$ cat src/rtl/restoring_divider_pkg.sv
// Shared definitions for the restoring divider: FSM state encoding and counter sizing.
package restoring_divider_pkg;

    typedef enum logic [1:0] {
        S_IDLE = 2'd0,
        S_CALC = 2'd1,
        S_FIN  = 2'd2
    } state_t;

    // Iteration counter width; one spare bit so WIDTH-1 always fits.
    function automatic int div_cnt_w(input int width);
        return $clog2(width) + 1;
    endfunction

endpackage

$ cat src/rtl/restoring_divider_subtractor.sv
// N-bit ripple-borrow subtractor (o = i1 - i2 - bin); port order mirrors the ripple-carry adder.
module ripple_borrow_subtractor #(
    parameter int N = 5
) (
    input  logic [N-1:0] i1,
    input  logic [N-1:0] i2,
    input  logic         bin,
    output logic [N-1:0] o,
    output logic         bout
);

    logic [N:0] w_borrow;

    assign w_borrow[0] = bin;

    generate
        for (genvar gi = 0; gi < N; gi++) begin : g_cell
            logic w_x;
            assign w_x             = i1[gi] ^ i2[gi];
            assign o[gi]           = w_x ^ w_borrow[gi];
            assign w_borrow[gi+1]  = (~i1[gi] & i2[gi]) | (~w_x & w_borrow[gi]);
        end
    endgenerate

    assign bout = w_borrow[N];

endmodule

$ cat src/rtl/restoring_divider.sv
// Multi-cycle unsigned restoring divider, one quotient bit per clock, start/done handshake.
module restoring_divider
    import restoring_divider_pkg::*;
#(
    parameter int WIDTH = 4
) (
    input  logic             clk,
    input  logic             rst_n,
    input  logic             start,
    input  logic [WIDTH-1:0] dividend,
    input  logic [WIDTH-1:0] divisor,
    output logic             busy,
    output logic             done,
    output logic [WIDTH-1:0] quotient,
    output logic [WIDTH-1:0] remainder,
    output logic             div_by_zero
);

    localparam int CW = div_cnt_w(WIDTH);
    localparam logic [CW-1:0] LAST_ITER = CW'(WIDTH - 1);

    state_t           r_state;
    logic [CW-1:0]    r_cnt;
    logic [WIDTH:0]   r_r;
    logic [WIDTH-1:0] r_q;
    logic [WIDTH-1:0] r_d;
    logic             r_dz;
    logic             r_busy;
    logic             r_done;
    logic [WIDTH-1:0] r_quot;
    logic [WIDTH-1:0] r_rem;
    logic             r_dbz;

    logic [WIDTH:0]   w_r_sh;
    logic [WIDTH:0]   w_t;
    logic             w_bout;
    logic             w_accept;

    // R gets the MSB of Q shifted in; R's top bit is always 0 after a restore.
    assign w_r_sh   = {r_r[WIDTH-1:0], r_q[WIDTH-1]};
    assign w_accept = start && ((r_state == S_IDLE) || (r_state == S_FIN));

    ripple_borrow_subtractor #(.N(WIDTH + 1)) u_sub (
        .i1   (w_r_sh),
        .i2   ({1'b0, r_d}),
        .bin  (1'b0),
        .o    (w_t),
        .bout (w_bout)
    );

    always_ff @(posedge clk or negedge rst_n) begin
        if (!rst_n) begin
            r_state <= S_IDLE;
            r_cnt   <= '0;
            r_r     <= '0;
            r_q     <= '0;
            r_d     <= '0;
            r_dz    <= 1'b0;
            r_busy  <= 1'b0;
            r_done  <= 1'b0;
            r_quot  <= '0;
            r_rem   <= '0;
            r_dbz   <= 1'b0;
        end else begin
            r_done <= (r_state == S_FIN);

            if (w_accept) begin
                r_d     <= divisor;
                r_q     <= dividend;
                r_r     <= '0;
                r_cnt   <= '0;
                r_dz    <= (divisor == '0);
                r_busy  <= (divisor != '0);
                r_state <= (divisor == '0) ? S_FIN : S_CALC;
                if (r_state == S_IDLE && divisor != '0) begin
                    r_dbz <= 1'b0;
                end
            end else begin
                case (r_state)
                    S_CALC: begin
                        r_r     <= w_bout ? w_r_sh : w_t;
                        r_q     <= {r_q[WIDTH-2:0], ~w_bout};
                        r_cnt   <= r_cnt + 1'b1;
                        if (r_cnt == LAST_ITER) begin
                            r_state <= S_FIN;
                        end
                    end
                    S_FIN: begin
                        r_state <= S_IDLE;
                        r_busy  <= 1'b0;
                    end
                    default: begin
                        r_state <= S_IDLE;
                        r_busy  <= 1'b0;
                    end
                endcase
            end

            // Results publish alongside done; a back-to-back accept reloads only the working regs.
            if (r_state == S_FIN) begin
                r_quot <= r_dz ? '1 : r_q;
                r_rem  <= r_dz ? r_q : r_r[WIDTH-1:0];
                r_dbz  <= r_dz;
            end
        end
    end

    assign busy        = r_busy;
    assign done        = r_done;
    assign quotient    = r_quot;
    assign remainder   = r_rem;
    assign div_by_zero = r_dbz;

endmodule

$ cat config.mk
export PLATFORM = sky130hd
export DESIGN_NAME = restoring_divider
export DESIGN_NICKNAME = d
export VERILOG_FILES = /design/src/rtl/restoring_divider_pkg.sv /design/src/rtl/restoring_divider_subtractor.sv /design/src/rtl/restoring_divider.sv
export SDC_FILE = /design/constraint.sdc
export NUM_CORES = 1
export LEC_CHECK = 0
export CAP_MARGIN = 20
export CORE_UTILIZATION = 30
export CTS_BUF_LIST = sky130_fd_sc_hd__clkbuf_8
export DETAILED_ROUTE_END_ITERATION = 6
export HOLD_SLACK_MARGIN = 0.05
export PLACE_DENSITY = 0.52
export SYNTH_ARGS = -nofsm -noshare
export SYNTH_HDL_FRONTEND = slang
export SYNTH_SLANG_ARGS = --single-unit
$ cat constraint.sdc
create_clock -name clk -period 5.98 [get_ports clk]
set_clock_uncertainty 0.1 [all_clocks]
set_input_delay 0.897 -clock clk [delete_from_list [all_inputs] [get_ports clk]]
set_output_delay 0.897 -clock clk [all_outputs]
set_load 0.02 [all_outputs]
==> reports/qor.csv <==
stage,metric,value,unit
synth,largest family of logic cells by synthesized area,compound AO/OA/AOI/OAI gates,
sta,Setup TNS Final,0,ps
sta,fmax,379,MHz
final_layout,n_diodes,0,
synth,post-synthesis mux area share,0.103,
power_and_ir_drop,Reg power frac,0.379,
status,status,"complete, no violations",
final_layout,Nets,149,
global_route,largest net degree at the start of global routing,30,
floorplanning,Die ar.,0.00468,sq mm
synth,Avg Inst Size Synth,12.1,sq um
critical_path,"Slowest-stage cell, CP",fa_1,
sta,Final setup viols,0,
route,initial DRC count,47,
route,ANT nets after route,0,
clock_tree,clk slew on worst S/H paths,60,ps
synth,#FFs+latches synth,29,
clock_tree,H-tree depth,2,
synth,Synth Area in Simple Gates,0.0889,
job,number of max-cap violations,0,
route,Vias/cell,4.74,
synth,sequential share of the synthesized area,0.549,
clock_tree,CTS resizes,0,
final_layout,layout cell share with drive strength beyond 1,0.105,
synth,count of cell types in the netlist,25,
sta,relative slew slack,0.595,
hold_path,HP Class,reg2reg,
power_and_ir_drop,Clock Power Share,0.151,
route,mean routed wirelength per cell,13.2,microns
final_layout,most frequent cells in the layout,"dfrtp_1, clkdlybuf4s50_1, inv_1, a22o_1, nand2_1",
floorplanning,Core ar.,0.00412,sq mm
clock_tree,CTS root buf,clkbuf_8,
synth,Syn. warnings,0,
global_route,vias in the first global route,891,
sta,Final Hold Viols,0,
global_route,GRT overflow,0,
sta,RSZ-0062 raised after global routing,no,
synth,syn nets,126,
critical_path,required arrival time at the worst endpoint,6100,ps
power_and_ir_drop,Comb pwr share,0.470,
clock_tree,CTS Buf Count,5,
global_route,initial antenna violation count,0,
critical_path,Worst path max stage delay,410,ps
floorplanning,# IOs,22,
floorplanning,Die W,68.4,microns
power_and_ir_drop,maximum vdd drop,191,uV
route,1st-pass router iterations,4,
sta,final worst path period share,0.442,
synth,synthesized instance count,109,
place,PortBufs,21,
route,post-route DRC violation count,0,
critical_path,CP startpoint kind,register,
clock_tree,setup bufs post-CTS,0,
power_and_ir_drop,Psw,355,uW
power_and_ir_drop,Pwr Density,581,mW/mm^2
critical_path,Crit Path Class,reg2reg,
floorplanning,row count,23,
critical_path,crit path buf inv count,1,
floorplanning,Starting Density,0.321,
synth,compound-gate portion of the synthesized area,0.139,
critical_path,crit-path leading delay family,adder cells,
power_and_ir_drop,Switching Share,0.372,
sta,Worst Max-Slew Pin Slew,605,ps
power_and_ir_drop,Int Pwr,601,uW
global_route,first-pass GRT wire length,4100,microns
final_layout,area grow syn2layout,24.3,%
place,pre-CTS setup slack,3330,ps
global_route,Tot GR Track Use,0.124,
sta,worst setup margin,3340,ps
critical_path,WP data arrival,2760,ps
critical_path,Worst setup EP type,register,
clock_tree,TritonCTS clock tree,yes,
critical_path,Worst Path Max Fanout,5,
clock_tree,Worst-Skew Late Latency,270,ps
route,total wire length,2420,microns
floorplanning,DIE HEIGHT,68.4,microns
final_layout,"commonest non-fill, non-tap cell in the layout",dfrtp_1,
clock_tree,CTS Buffer Depth,2,
critical_path,CP Cell Sequence,"inv_1, ha_1, fa_1, fa_1, fa_1, nand2b_1, mux2i_1, a22o_1",
clock_tree,# hold bufs at CTS,0,
sta,Tmin final,2640,ps
sta,Slew Limit Fails,0,
clock_tree,Sink Count,29,
synth,xor and xnor area share after synthesis,0,
place,GP Congestion,0.703,
power_and_ir_drop,Pleak,0.000779,uW
synth,Netlist Area Pre-Place,0.00132,sq mm
critical_path,Crit path top cell by count,fa_1,
synth,Synth Area in Adders,0.0738,
route,vias after detailed routing,867,
## state kept, by name (all words and copies together) (netlist names)
register and cells:
r_state 2, div_by_zero 1, r_dz 1, r_d 4
busy 1, r_q 4, r_cnt 3, remainder 4
r_r 4, done 1, quotient 4
## layer usage
| metal | global-route usage | vias up | wire length (microns) |
|---|---|---|---|
| met1 | 0.151 | 414 | 1120 |
| met2 | 0.189 | 23 | 1120 |
| met5 | 0 | - | 0 |
| li1 | - | 421 | - |
| met4 | 0.0755 | 0 | 63 |
| met3 | 0.0417 | 9 | 112 |
## cells by family after synthesis
kind of cell    after synthesis
fa+ha+maj                     6
flops                        29
compound gates               25
mux                          13
buf+inv                      12
simple gates                 24
## worst reg2reg max path: cells and delay by family, from the launching register on
family | cells | cell delay (ps)
AO/OA/AOI/OAI | 1 | 140
buffers and inverters | 1 | 90
multiplexers | 1 | 260
adder cells (fa/ha/maj) | 4 | 1380
AND/OR/NAND/NOR | 1 | 240
flip-flops | 1 | 370
## cell usage after synthesis
cell / n / share of area
dfrtp_1: 29 / 0.55
a22o_1: 9 / 0.060
nand2_1: 9 / 0.026
mux2i_1: 8 / 0.061
o21ai_0: 8 / 0.030
inv_1: 6 / 0.017
nor2_1: 6 / 0.017
mux2_2: 5 / 0.043
a21o_1: 4 / 0.023
buf_2: 3 / 0.011
fa_1: 3 / 0.045
ha_1: 3 / 0.028
nand2b_1: 3 / 0.014
o2bb2ai_1: 2 / 0.013
a221o_1: 1 / 0.0076
and2b_4: 1 / 0.0076
buf_4: 1 / 0.0057
buf_6: 1 / 0.0085
clkbuf_2: 1 / 0.0038
nor2_2: 1 / 0.0047
nor2b_1: 1 / 0.0047
nor2b_2: 1 / 0.0066
nor3_1: 1 / 0.0038
nor4_1: 1 / 0.0047
o21bai_1: 1 / 0.0057
## power groups by stage
stage | clock network [uW] | logic, uW | registers [uW]
after floorplan | 0 | 311 | 381
after global placement | 0 | 442 | 364
after detailed placement | 0 | 456 | 369
after CTS | 149 | 458 | 365
after global routing | 159 | 505 | 379
final | 144 | 449 | 362
## area by class of cell
cell class | instances | area (sq um)
fill | 401 | 2470
tap | 50 | 62.6
sequential | 29 | 726
timing repair buffer | 22 | 218
clock buffer | 5 | 68.8
inverter | 6 | 22.5
multi-input combinational | 68 | 536
clock inverter | 3 | 11.3
## per-stage QoR
| step | area (sq um) | hold WS [ps] | power (uW) | util | instances |
|---|---|---|---|---|---|
| 6_report | 1640 | 372 | 956 | 0.400 | 183 |
| 5_1_grt | 1640 | 390 | 1040 | 0.400 | 183 |
| 4_1_cts | 1640 | 379 | 973 | 0.400 | 183 |
| 3_5_place_dp | 1560 | 366 | 825 | 0.380 | 175 |
| 3_3_place_gp | 1560 | 362 | 806 | 0.380 | 175 |
| 2_1_floorplan | 1320 | 356 | 692 | - | 109 |
## worst paths after layout
kind                                     to  cells past startpoint    from  slack [ps]
worst max register to register       r_r[2]                      8  r_q[3]        3340
worst min-delay path                   busy                      1    busy         370
worst max-delay path                 r_r[2]                      8  r_q[3]        3340
max in group asynchronous          r_cnt[1]                      2   rst_n        4590
worst min register to register         busy                      1    busy         370
min in group asynchronous       quotient[2]                      2   rst_n         920
Note: power is estimated with default switching activity, not from simulation.
